--- config.mk ---
export PLATFORM = sky130hd
export DESIGN_NAME = mult_div_unit_flat
export DESIGN_NICKNAME = d
export VERILOG_FILES = /design/src/rtl/mult_div_if.sv /design/src/rtl/mult_div_unit.sv /design/src/flat_wrapper.sv
export SDC_FILE = /design/constraint.sdc
export NUM_CORES = 1
export LEC_CHECK = 0
export BUFFER_PORTS_ARGS = -buffer_cell sky130_fd_sc_hd__buf_2
export CELL_PAD_IN_SITES_DETAIL_PLACEMENT = 0
export CELL_PAD_IN_SITES_GLOBAL_PLACEMENT = 2
export CORE_MARGIN = 2
export CORE_UTILIZATION = 39
export DETAILED_ROUTE_END_ITERATION = 8
export PLACE_DENSITY = 0.95
export SYNTH_ARGS = -nofsm -noshare
export SYNTH_HDL_FRONTEND = slang
export SYNTH_SLANG_ARGS = --single-unit
--- constraint.sdc ---
create_clock -name clk -period 7.9 [get_ports clk]
set_clock_uncertainty 0.2 [all_clocks]
set_input_delay 0.395 -clock clk [delete_from_list [all_inputs] [get_ports clk]]
set_output_delay 0.395 -clock clk [all_outputs]
set_load 0.1 [all_outputs]
--- src/rtl/mult_div_if.sv ---
// Handshake and result bundle between the execute stage and the iterative
// multiply/divide unit.
interface mult_div_if #(
    parameter int unsigned WIDTH = 32
);
    logic             start;
    logic [1:0]       op;
    logic [WIDTH-1:0] src_a;
    logic [WIDTH-1:0] src_b;
    logic             hi_we;
    logic             lo_we;
    logic [WIDTH-1:0] wdata;
    logic             busy;
    logic             done;
    logic             div_by_zero;
    logic [WIDTH-1:0] hi;
    logic [WIDTH-1:0] lo;

    modport master (
        output start, op, src_a, src_b, hi_we, lo_we, wdata,
        input  busy, done, div_by_zero, hi, lo
    );

    modport slave (
        input  start, op, src_a, src_b, hi_we, lo_we, wdata,
        output busy, done, div_by_zero, hi, lo
    );
endinterface

--- src/rtl/mult_div_unit.sv ---
// Iterative MULT/MULTU/DIV/DIVU unit holding the architectural HI/LO registers.
// Operates on magnitudes and applies result signs once, in the FINISH cycle.
module mult_div_unit #(
    parameter int unsigned WIDTH = 32
) (
    input  logic         clk,
    input  logic         rst_n,
    mult_div_if.slave    bus
);
    localparam int unsigned CW = $clog2(WIDTH);
    localparam logic [CW-1:0] LAST_ITER = CW'(WIDTH - 1);
    localparam logic [CW-1:0] ONE_ITER  = CW'(1);

    typedef enum logic [1:0] {IDLE, CALC, FINISH} state_t;

    state_t               state, state_next;
    logic [CW-1:0]        iter;
    logic                 is_div, neg_lo, neg_hi, zero_div;
    logic [WIDTH-1:0]     opnd, a_raw;
    logic [2*WIDTH-1:0]   acc, acc_step, prod_s;
    logic [WIDTH:0]       mul_sum, div_trial;
    logic [WIDTH-1:0]     mag_a, mag_b, hi_res, lo_res, quo, rem;
    logic [WIDTH-1:0]     hi_q, lo_q;
    logic                 done_q, dbz_q;
    logic                 sign_a, sign_b, launch, busy_c;

    always_ff @(posedge clk or negedge rst_n) begin
        if (!rst_n) state <= IDLE;
        else        state <= state_next;
    end

    always_comb begin
        state_next = state;
        case (state)
            IDLE:    if (bus.start) state_next = CALC;
            CALC:    if (iter == LAST_ITER) state_next = FINISH;
            FINISH:  state_next = IDLE;
            default: state_next = IDLE;
        endcase
    end

    always_comb begin
        busy_c = (state != IDLE);
        launch = (state == IDLE) && bus.start;
    end

    always_comb begin
        sign_a = bus.op[0] & bus.src_a[WIDTH-1];
        sign_b = bus.op[0] & bus.src_b[WIDTH-1];
        mag_a  = sign_a ? -bus.src_a : bus.src_a;
        mag_b  = sign_b ? -bus.src_b : bus.src_b;
    end

    // acc holds {partial product, remaining multiplier} for multiply and
    // {partial remainder, remaining dividend / quotient bits} for divide.
    always_comb begin
        mul_sum   = {1'b0, acc[2*WIDTH-1:WIDTH]} + (acc[0] ? {1'b0, opnd} : '0);
        div_trial = {acc[2*WIDTH-1:WIDTH], acc[WIDTH-1]} - {1'b0, opnd};
        if (!is_div)
            acc_step = {mul_sum, acc[WIDTH-1:1]};
        else if (div_trial[WIDTH])
            acc_step = {acc[2*WIDTH-2:0], 1'b0};
        else
            acc_step = {div_trial[WIDTH-1:0], acc[WIDTH-2:0], 1'b1};
    end

    always_comb begin
        prod_s = neg_lo ? -acc : acc;
        quo    = neg_lo ? -acc[WIDTH-1:0] : acc[WIDTH-1:0];
        rem    = neg_hi ? -acc[2*WIDTH-1:WIDTH] : acc[2*WIDTH-1:WIDTH];
        if (zero_div) begin
            hi_res = a_raw;
            lo_res = '1;
        end else if (is_div) begin
            hi_res = rem;
            lo_res = quo;
        end else begin
            hi_res = prod_s[2*WIDTH-1:WIDTH];
            lo_res = prod_s[WIDTH-1:0];
        end
    end

    always_ff @(posedge clk or negedge rst_n) begin
        if (!rst_n) begin
            iter     <= '0;
            is_div   <= 1'b0;
            neg_lo   <= 1'b0;
            neg_hi   <= 1'b0;
            zero_div <= 1'b0;
            opnd     <= '0;
            a_raw    <= '0;
            acc      <= '0;
        end else if (launch) begin
            iter     <= '0;
            is_div   <= bus.op[1];
            neg_lo   <= sign_a ^ sign_b;
            neg_hi   <= sign_a;
            zero_div <= bus.op[1] && (bus.src_b == '0);
            opnd     <= bus.op[1] ? mag_b : mag_a;
            a_raw    <= bus.src_a;
            acc      <= {{WIDTH{1'b0}}, (bus.op[1] ? mag_a : mag_b)};
        end else if (state == CALC) begin
            iter <= iter + ONE_ITER;
            acc  <= acc_step;
        end
    end

    always_ff @(posedge clk or negedge rst_n) begin
        if (!rst_n) begin
            hi_q   <= '0;
            lo_q   <= '0;
            done_q <= 1'b0;
            dbz_q  <= 1'b0;
        end else begin
            done_q <= (state == FINISH);
            dbz_q  <= (state == FINISH) && zero_div;
            if (state == FINISH) begin
                hi_q <= hi_res;
                lo_q <= lo_res;
            end else if (state == IDLE && !bus.start) begin
                if (bus.hi_we) hi_q <= bus.wdata;
                if (bus.lo_we) lo_q <= bus.wdata;
            end
        end
    end

    assign bus.busy        = busy_c;
    assign bus.done        = done_q;
    assign bus.div_by_zero = dbz_q;
    assign bus.hi          = hi_q;
    assign bus.lo          = lo_q;
endmodule

--- src/flat_wrapper.sv ---
// flat-port wrapper written by rule: the top's interface ports become plain ports
module mult_div_unit_flat 
#(
    parameter int unsigned WIDTH = 32
)
  (clk, rst_n, bus_start, bus_op, bus_src_a, bus_src_b, bus_hi_we, bus_lo_we, bus_wdata, bus_busy, bus_done, bus_div_by_zero, bus_hi, bus_lo);
  mult_div_if #(.WIDTH(WIDTH)) bus_i ();
  input  logic clk;
  input  logic rst_n;
  input wire logic [$bits(bus_i.start)-1:0] bus_start;
  input wire logic [$bits(bus_i.op)-1:0] bus_op;
  input wire logic [$bits(bus_i.src_a)-1:0] bus_src_a;
  input wire logic [$bits(bus_i.src_b)-1:0] bus_src_b;
  input wire logic [$bits(bus_i.hi_we)-1:0] bus_hi_we;
  input wire logic [$bits(bus_i.lo_we)-1:0] bus_lo_we;
  input wire logic [$bits(bus_i.wdata)-1:0] bus_wdata;
  output wire logic [$bits(bus_i.busy)-1:0] bus_busy;
  output wire logic [$bits(bus_i.done)-1:0] bus_done;
  output wire logic [$bits(bus_i.div_by_zero)-1:0] bus_div_by_zero;
  output wire logic [$bits(bus_i.hi)-1:0] bus_hi;
  output wire logic [$bits(bus_i.lo)-1:0] bus_lo;
  assign bus_i.start = bus_start;
  assign bus_i.op = bus_op;
  assign bus_i.src_a = bus_src_a;
  assign bus_i.src_b = bus_src_b;
  assign bus_i.hi_we = bus_hi_we;
  assign bus_i.lo_we = bus_lo_we;
  assign bus_i.wdata = bus_wdata;
  assign bus_busy = bus_i.busy;
  assign bus_done = bus_i.done;
  assign bus_div_by_zero = bus_i.div_by_zero;
  assign bus_hi = bus_i.hi;
  assign bus_lo = bus_i.lo;
  mult_div_unit #(.WIDTH(WIDTH)) u_core (.clk(clk), .rst_n(rst_n), .bus(bus_i));
endmodule
==> impl_results.md <==
- Run status: finished, final reports clean
- DR WL/cell: 23.7 µm
- Placed Instances: 2,611
- DR vias/cell: 6.06
- Clk sinks: 205
- Initial antenna violation count: 0
- FF+latch count, synth: 205
- Gr usage total: 0.295
- Final nets: 2,332
- Routed Antenna Nets: 0
- 1st-iter DRT viols: 2,028
- IO Count: 170
- DRT Wirelength: 64.2 mm
- Max Cap Viol: 0
- Critical path endpoint category: register
- Clock Pin Slew Worst Setup and Hold Paths: 0.07 ns
- Final setup violation count: 0
- Multi-input logic area: 0.0101 mm²
- Hold Path Class: input pin to register
- Cell Area, Synth: 0.0160 mm²
- Drt pass-1 iters: 9
- Die Height: 207 µm
- Die width: 207 µm
- Synth top area cells: dfrtp_1 32%, nand2_1 6.8%, o21ai_0 6.7%
- Startpoint types: register
- Via count: 16,400
- Critical path type: register to register
- TritonCTS buffer count: 24
- DRC: 0
- Synth Flop Type: dfrtp_1
- Initial Util: 0.393
- Fin crit share: 0.582
- Post-synth EDFFs: 0
- Synth Instances: 2,022
- Final Util: 0.454
- Commonest cells post-synth: 292 x nand2_1, 214 x o21ai_0, 205 x dfrtp_1
- Count of final max-slew check failures: 0
- Final Critical Period: 4.60 ns
- Yosys warns: 0
- # port buffers: 169
- Cell variety after synth: 81
- Cell Rows: 74
- Average size of a mapped cell: 7.93 µm²
- Placer congestion estimate: 0.981
- CTS tree: yes
- Top-count cell post-synth: nand2_1
- First-pass GRT wire length: 95.0 mm
- Worst-margin pin slew: 1.23 ns
- Fillcell total: 4,090
- Worst slew margin: 0.181
- Fin Setup TNS: 0 ns
- Highest achievable clock rate: 218 MHz
- Clk buf depth: 3
- Syn_nets: 2,197
- CP max FO: 31
- Critical Path RT: 8.10 ns
- H-tree Lvls: 1
- Full die area: 0.0427 mm²
- Largest area contributor in the netlist: dfrtp_1
- WP data arrival: 4.79 ns
- CORE AREA: 0.0407 mm²
- Layout cells sized above 1: 0.120
- GR Overflow Total: 0
- RSZ-0062 raised after global routing: false
- Largest net degree at the start of global routing: 95
- Latest clock arrival within the worst-skew pair: 0.56 ns
- Post-CTS setup repair buffer count: 0
- Hold Slack: 0.0293 ns
- Detailed Place HPWL: 48.8 mm
- Non-Filler Instances: 2,707
- Final Hold Violating Endpoints: 0
- Ys async rst share: 1.00
- Clk root buf: clkbuf_16
- Antenna fix cells: 0
- Number of global-route vias before repair: 15,200
- Share of the synthesized area in the top cell type: 0.320
- Sequential share of the synthesized area: 0.320
- Reg area: 0.00513 mm²
- Layout area overhead: 15.4%
final timing paths:
| check | endpoint | cells after the start | slack [ns] | from |
|---|---|---|---|---|
| worst max-delay path | u_core.acc[58] | 12 | 3.30 | u_core.acc[0] |
| worst min-delay path | u_core.a_raw[9] | 3 | 0.03 | bus_src_a[9] |
| worst max register to register | u_core.acc[58] | 12 | 3.30 | u_core.acc[0] |
| worst min register to register | u_core.bus.lo[27] | 2 | 0.27 | u_core.bus.lo[27] |
| max in group asynchronous | u_core.a_raw[13] | 3 | 5.84 | rst_n |
| min in group asynchronous | u_core.iter[2] | 2 | 0.31 | rst_n |
cell usage in the layout (no fill, tap or decap), types with 21 or more instances in the layout:
master         instances
a31oi_1               26
buf_2                168
o21ai_0              214
o211ai_1              42
a21o_1                21
mux2i_1               51
nand2_1              291
xnor2_1              110
inv_1                 71
a22oi_1               21
nor2_1               158
dfrtp_1              204
dlygate4sd3_1         52
clkbuf_16             24
nor3_1                39
a21oi_1              153
o221ai_1              25
o22ai_1               37
ha_1                  70
xor2_1                60
a211oi_1              22
kinds of logic (layout without fill, tap and decap cells):
kind of cell    Yosys count  in the layout  synth area share
mux                      52             52            0.0325
simple gates            650            650             0.184
xor+xnor                172            172            0.0940
flops                   205            205             0.320
buf+inv                 201            354            0.0521
compound gates          670            670             0.261
fa+ha+maj                72             72            0.0571
layout make-up:
cell class                 count  share of cell area
inverter                      72              0.0146
tap                          532              0.0360
clock buffer                  28              0.0343
clock inverter                16             0.00994
sequential                   205               0.277
multi-input combinational   1616               0.547
timing repair buffer         238              0.0812
registers in the layout, indices dropped and copies added, names as in the netlist:
register                cells
u_core.iter                 5
u_core.bus.done             1
u_core.bus.hi              32
u_core.neg_hi               1
u_core.zero_div             1
u_core.bus.div_by_zero      1
u_core.a_raw               32
u_core.is_div               1
u_core.bus.lo              32
u_core.neg_lo               1
u_core.state                2
u_core.opnd                32
u_core.acc                 64
routing by layer:
metal | routed length (µm) | vias up | global-route usage
li1 | - | 7577 | -
met5 | 0 | - | 0
met3 | 6120 | 101 | 0.0538
met2 | 27200 | 778 | 0.436
met4 | 2190 | 0 | 0.100
met1 | 28700 | 7957 | 0.432
metrics by stage:
| stage | setup slack [ns] | instance area (µm²) |
|---|---|---|
| after floorplan | 4.34 | 16000 |
| after global placement | 3.47 | 17200 |
| after detailed placement | 3.39 | 17200 |
| after CTS | 3.38 | 18500 |
| after global routing | 2.98 | 18500 |
| final | 3.30 | 18500 |
worst max-delay path, stage by stage (launching register included):
cell	delay, ns
dfrtp_1	0.46
inv_1	0.84
nor2_1	0.12
ha_1	0.37
o211ai_1	0.18
o21ai_0	0.20
o221ai_1	0.32
o21ai_0	0.21
o41ai_1	0.80
o21ai_0	0.27
xor2_1	0.19
a22oi_1	0.15
o21ai_0	0.10
repair_timing:
| action | in CTS | in global routing |
|---|---|---|
| gates resized for setup | 0 | 0 |
| hold buffers | 52 | 0 |
| endpoints found under the hold margin | 159 | 0 |
Power is left out: the tool's default activity adds up to more than one toggle a clock period on the data nets, which glitch-free logic cannot reach.
